<file path="config.mk">
export PLATFORM = sky130hd
export DESIGN_NAME = uart_cmd_parser
export DESIGN_NICKNAME = d
export VERILOG_FILES = /design/src/rtl/uart_cmd_parser.sv
export SDC_FILE = /design/constraint.sdc
export NUM_CORES = 1
export LEC_CHECK = 0
export ABC_AREA = 0
export BUFFER_PORTS_ARGS = -buffer_cell sky130_fd_sc_hd__buf_2
export CORE_MARGIN = 10
export CORE_UTILIZATION = 49
export DETAILED_ROUTE_END_ITERATION = 10
export PLACE_DENSITY = 0.76
export SYNTH_ARGS = -nofsm -noshare
export SYNTH_HDL_FRONTEND = slang
export SYNTH_SLANG_ARGS = --single-unit
</file>
<file path="constraint.sdc">
create_clock -name clk -period 2 [get_ports clk]
set_clock_uncertainty 0.15 [all_clocks]
set_input_delay 0.2 -clock clk [delete_from_list [all_inputs] [get_ports clk]]
set_output_delay 0.2 -clock clk [all_outputs]
set_load 0.005 [all_outputs]
</file>
<file path="src/rtl/uart_cmd_parser.sv">
// Frame decoder behind the UART receiver: SYNC, CMD, LEN, payload, XOR checksum -> valid/ready command.
// Optional inter-byte timeout is compiled in when UART_CMD_TIMEOUT_EN is defined.
module uart_cmd_parser #(
  parameter int unsigned  MAX_PAYLOAD    = 8,
  parameter logic [7:0]   SYNC_BYTE      = 8'hA5,
  parameter int unsigned  TIMEOUT_CYCLES = 50000,
  localparam int unsigned LEN_W          = $clog2(MAX_PAYLOAD + 1)
) (
  input  logic                     clk,
  input  logic                     rst,
  input  logic                     i_RX_DV,
  input  logic [7:0]               i_RX_Byte,
  output logic                     o_cmd_valid,
  input  logic                     i_cmd_ready,
  output logic [7:0]               o_cmd,
  output logic [LEN_W-1:0]         o_len,
  output logic [8*MAX_PAYLOAD-1:0] o_payload,
  output logic                     o_chk_err,
  output logic                     o_drop,
  output logic                     o_timeout
);

  localparam logic [7:0] MAX_LEN_B = 8'(MAX_PAYLOAD);

  typedef enum logic [2:0] {
    S_IDLE,
    S_CMD,
    S_LEN,
    S_PAYLOAD,
    S_CHK,
    S_HOLD
  } state_e;

  state_e                   state_q, state_d;
  logic [7:0]               cmd_q, cmd_d;
  logic [LEN_W-1:0]         len_q, len_d;
  logic [LEN_W-1:0]         idx_q, idx_d;
  logic [8*MAX_PAYLOAD-1:0] payload_q, payload_d;
  logic [7:0]               chk_q, chk_d;
  logic                     valid_q, valid_d;
  logic                     chk_err_q, chk_err_d;
  logic                     drop_q, drop_d;

`ifdef UART_CMD_TIMEOUT_EN
  localparam int unsigned CNT_W = $clog2(TIMEOUT_CYCLES + 1);
  logic [CNT_W-1:0] cnt_q, cnt_d;
  logic             timeout_q, timeout_d;
`endif

  always_comb begin
    // NOTE: every signal assigned here gets a default first, so no path leaves one unassigned and infers a latch.
    state_d   = state_q;
    cmd_d     = cmd_q;
    len_d     = len_q;
    idx_d     = idx_q;
    payload_d = payload_q;
    chk_d     = chk_q;
    chk_err_d = 1'b0;
    drop_d    = 1'b0;

    unique case (state_q)
      S_IDLE: begin
        if (i_RX_DV && i_RX_Byte == SYNC_BYTE) state_d = S_CMD;
      end
      S_CMD: begin
        if (i_RX_DV) begin
          cmd_d     = i_RX_Byte;
          chk_d     = i_RX_Byte;
          payload_d = '0;
          state_d   = S_LEN;
        end
      end
      S_LEN: begin
        if (i_RX_DV) begin
          if (i_RX_Byte > MAX_LEN_B) begin
            drop_d  = 1'b1;
            state_d = S_IDLE;
          end else begin
            len_d   = i_RX_Byte[LEN_W-1:0];
            chk_d   = chk_q ^ i_RX_Byte;
            idx_d   = '0;
            state_d = (i_RX_Byte == 8'd0) ? S_CHK : S_PAYLOAD;
          end
        end
      end
      S_PAYLOAD: begin
        if (i_RX_DV) begin
          // Constant part-selects decoded from idx keep the write port free of variable-width indexing.
          for (int k = 0; k < MAX_PAYLOAD; k++) begin
            if (idx_q == LEN_W'(k)) payload_d[8*k +: 8] = i_RX_Byte;
          end
          chk_d = chk_q ^ i_RX_Byte;
          idx_d = idx_q + LEN_W'(1);
          if (idx_q + LEN_W'(1) == len_q) state_d = S_CHK;
        end
      end
      S_CHK: begin
        if (i_RX_DV) begin
          if (i_RX_Byte == chk_q) begin
            state_d = S_HOLD;
          end else begin
            chk_err_d = 1'b1;
            state_d   = S_IDLE;
          end
        end
      end
      S_HOLD: begin
        if (i_RX_DV)     drop_d  = 1'b1;
        if (i_cmd_ready) state_d = S_IDLE;
      end
      default: state_d = S_IDLE;
    endcase

`ifdef UART_CMD_TIMEOUT_EN
    // A byte arriving in the expiry cycle takes precedence over the timeout.
    cnt_d     = '0;
    timeout_d = 1'b0;
    if (!i_RX_DV && state_q inside {S_CMD, S_LEN, S_PAYLOAD, S_CHK}) begin
      if (cnt_q == CNT_W'(TIMEOUT_CYCLES - 1)) begin
        timeout_d = 1'b1;
        state_d   = S_IDLE;
      end else begin
        cnt_d = cnt_q + CNT_W'(1);
      end
    end
`endif

    valid_d = (state_d == S_HOLD);
  end

  // NOTE: sequential state uses non-blocking assignments so every flop samples pre-edge values.
  always_ff @(posedge clk) begin
    if (rst) begin
      state_q   <= S_IDLE;
      cmd_q     <= '0;
      len_q     <= '0;
      idx_q     <= '0;
      payload_q <= '0;
      chk_q     <= '0;
      valid_q   <= 1'b0;
      chk_err_q <= 1'b0;
      drop_q    <= 1'b0;
`ifdef UART_CMD_TIMEOUT_EN
      cnt_q     <= '0;
      timeout_q <= 1'b0;
`endif
    end else begin
      state_q   <= state_d;
      cmd_q     <= cmd_d;
      len_q     <= len_d;
      idx_q     <= idx_d;
      payload_q <= payload_d;
      chk_q     <= chk_d;
      valid_q   <= valid_d;
      chk_err_q <= chk_err_d;
      drop_q    <= drop_d;
`ifdef UART_CMD_TIMEOUT_EN
      cnt_q     <= cnt_d;
      timeout_q <= timeout_d;
`endif
    end
  end

  assign o_cmd_valid = valid_q;
  assign o_cmd       = cmd_q;
  assign o_len       = len_q;
  assign o_payload   = payload_q;
  assign o_chk_err   = chk_err_q;
  assign o_drop      = drop_q;

`ifdef UART_CMD_TIMEOUT_EN
  assign o_timeout = timeout_q;
`else
  // No counter in this build; the timeout parameter is only referenced to keep it visible.
  logic unused_timeout_cfg;
  assign unused_timeout_cfg = (TIMEOUT_CYCLES != 0);
  assign o_timeout          = 1'b0;
`endif

endmodule

</file>
==> results.py <==
metrics = {
    "clock_tree": {
        "h-tree-depth": 3,
        "clkTransAtPathRegs_ns": 0.10,
        "insertion_delay_ns": 0.37,
        "clock-root-buffer": "clkbuf_8",
        "cts_sinks": 94,
        "tritoncts": "built",
        "cts-root-to-sink-buffers": 2,
        "number_of_buffers_inserted_during_clock_tree_synthesis": 9,
    },
    "status": {
        "status": "finished, violations left",
        "violations": "setup timing",
    },
    "min_path": {
        "min_path_type": "input pin to flip-flop",
    },
    "timing": {
        "fmax_mhz": 490,
        "timing.final.crit_share": 1.02,
        "hold_violations": 0,
        "finalHoldWorstSlack_ns": 0.0164,
        "slew_violations": 0,
        "worst_slack_ns": -0.0420,
        "period_needed_ns": 2.04,
        "tightest_slew_ns": 0.576,
        "setup_tns_ns": -0.0534,
        "grt_setup_unrepaired": "true",
        "final-setup-viol-count": 2,
        "max-slew-margin-rel": 0.616,
    },
    "synth": {
        "syn-mean-instance-area_um2": 9.54,
        "yosys_register_bits": 94,
        "synthesis.nets": 457,
        "ys_async_sr_fraction": 0,
        "post_synth_num_cell_types": 56,
        "postSynthCellCount": 441,
        "synth-seq-area-share": 0.447,
        "synth_warnings": 0,
        "synthesis.area_mm2": 0.00421,
        "synthFlopType": "dfxtp_1",
        "number_of_synthesized_flops_with_an_enable_pin": 0,
    },
    "placed_design": {
        "pre_cts_slack_ns": -0.0632,
        "dp.cells": 623,
        "finalWeightedCongestion": 0.869,
        "detailed_place.area_mm2": 0.00480,
        "port-buffer-count": 90,
        "dpl.hpwl_um": 8180,
    },
    "final_layout": {
        "layout.cells.non_filler": 642,
        "insertedDiodeCount": 0,
        "areaGrowthSynthToFinish_pct": 20.8,
        "final_net_count": 548,
        "post-route-cell-area_mm2": 0.00508,
        "postLayoutCoreUtil": 0.613,
        "drive_gt1_frac": 0.313,
    },
    "setup_path": {
        "worstPathMaxFanout": 3,
        "cp.required_ns": 2.11,
        "setup.worst_path.start_class": "flip-flop",
        "worst_ep_arrival_time_ns": 2.15,
        "crit_type": "flip-flop to flip-flop",
        "critPathCaptureType": "flip-flop",
    },
    "global_routing": {
        "grt_first_pass_wirelength_um": 18500,
        "antenna_violations_before_repair": 0,
        "grt_max_degree": 45,
        "grt_usage": 0.178,
        "grt_pass1_vias": 3533,
        "overflow": 0,
    },
    "power_and_ir_drop": {
        "ir_worst_vdd_uv": 548,
        "static_leakage_nw": 2.38,
        "power_mw": 3.26,
        "power_density_mw_per_mm2": 642,
    },
    "flow_run": {
        "timing.max_cap.violations": 0,
    },
    "floorplanning": {
        "floorplan.initialDensity": 0.507,
        "design.core.area_mm2": 0.00830,
        "fp-row-count": 33,
        "chipWidth_um": 113,
        "io_pins": 92,
        "floorplan.die_area_mm2": 0.0127,
        "fp.dieH_um": 113,
    },
    "route": {
        "first_pass_iters": 4,
        "drc": 0,
        "routed_wire_length_per_instance_um": 17.9,
        "via_per_inst": 5.45,
        "detailroute.via_count": 3498,
        "number_of_routed_nets_with_antenna_violations": 0,
        "wl_um": 11500,
        "drc_marker_count_from_the_first_detailed_route_iteration": 267,
    },
}
## power breakdown
group          switching (mW)  internal (mW)  total (mW)
Sequential           0.000378           1.87        1.87
Combinational          0.0828         0.0343       0.117
Clock                   0.779          0.497        1.28
## timing repair
item / in CTS / in global routing
endpoints found under the setup margin: 3 / 21
hold buffers: 1 / 0
resized for setup: 8 / 7
setup buffers: 0 / 2
endpoints found under the hold margin: 1 / 0
pin swaps: 3 / 6
## path summary, 6_finish.rpt
check                         from               endpoint  depth (start not counted)  slack (ns)
max          idx_q[1]$_SDFFE_PP0P_  state_q[0]$_SDFF_PP0_                          7       -0.04
min                   i_RX_Byte[2]  o_len[2]$_SDFFE_PP0P_                          3        0.02
max reg2reg  idx_q[1]$_SDFFE_PP0P_  state_q[0]$_SDFF_PP0_                          7       -0.04
min reg2reg  o_cmd[7]$_SDFFE_PP0P_  o_cmd[7]$_SDFFE_PP0P_                          2        0.30
## cell type report
cell class	count	area, um2
clock inverter	7	80.1
timing repair buffer	121	689
inverter	3	13.8
multi-input combinational	303	2160
tap	105	131
sequential	94	1890
fill	663	3210
clock buffer	9	124
## routing by layer
metal / vias up / track usage / wire (um)
li1: 1698 / - / -
met1: 1675 / 0.211 / 4720
met2: 114 / 0.289 / 5510
met3: 11 / 0.0783 / 1090
met4: 0 / 0.0381 / 136
met5: - / 0 / 0
## critical path, cell delays in order, from the launching register on
cell	delay [ns]
dfxtp_2	0.35
buf_4	0.15
ha_4	0.16
xnor2_2	0.13
xnor2_1	0.12
or3_4	0.42
a2111oi_4	0.34
nor2_1	0.10
## cell usage after synthesis, types with 2 or more instances
cell type	n	area, um2
clkbuf_2	2	10.0
nor4_1	2	12.5
o31ai_1	8	60.1
nand2_1	15	56.3
nor2b_1	4	25.0
buf_4	4	30.0
o211ai_1	8	60.1
buf_1	2	7.51
nand2b_1	3	18.8
a21oi_1	18	90.1
nor2_4	4	45.0
inv_1	3	11.3
dfxtp_1	94	1880
a21o_1	2	15.0
and3_1	9	56.3
xnor2_1	12	105
ha_1	4	50.1
buf_2	13	65.1
nor3_1	4	20.0
mux2i_1	67	671
nor2_1	86	323
a22o_1	5	43.8
clkbuf_1	18	67.6
xor2_1	2	17.5
a22oi_1	8	60.1
o21ai_0	3	15.0
nand4_1	3	18.8
nand3_1	6	30.0
or2_1	5	31.3
## cells in the final DEF, fill, tap and decap left out, types with 2 or more instances in the layout
cell type	synthesis	layout
nand4_1	3	3
xor2_1	2	2
nor2_1	86	86
xnor2_2	0	2
nand2_1	15	15
a21o_1	2	2
nor2_4	4	4
xnor2_1	12	10
a21oi_1	18	17
mux2i_1	67	67
inv_8	0	2
a22oi_1	8	8
nor3_1	4	4
nand2b_1	3	2
nor4_1	2	2
buf_4	4	29
o211ai_1	8	8
dfxtp_1	94	91
clkinv_8	0	2
nor2b_1	4	4
nand3_1	6	6
or2_1	5	3
and3_1	9	9
dfxtp_2	0	2
ha_1	4	2
ha_4	0	2
buf_2	13	90
a22o_1	5	5
o31ai_1	8	8
clkbuf_8	1	9
o21ai_0	3	3
## logic make-up after synthesis
logic type,after synthesis,share of synthesized area
AO/OA/AOI/OAI,63,0.116
adder cells (fa/ha/maj),4,0.0119
flip-flops,94,0.447
multiplexers,67,0.159
buffers and inverters,44,0.0514
other,1,0.000891
AND/OR/NAND/NOR,154,0.184
XOR/XNOR,14,0.0291
## flip-flops by register name, summed over array words and instances (netlist names)
signal and flops:
chk_q 8, idx_q 4, o_chk_err 1, o_payload 64, o_cmd 8, o_len 4, state_q 3, o_drop 1
o_cmd_valid 1
Note: power is estimated with default switching activity, not from simulation.
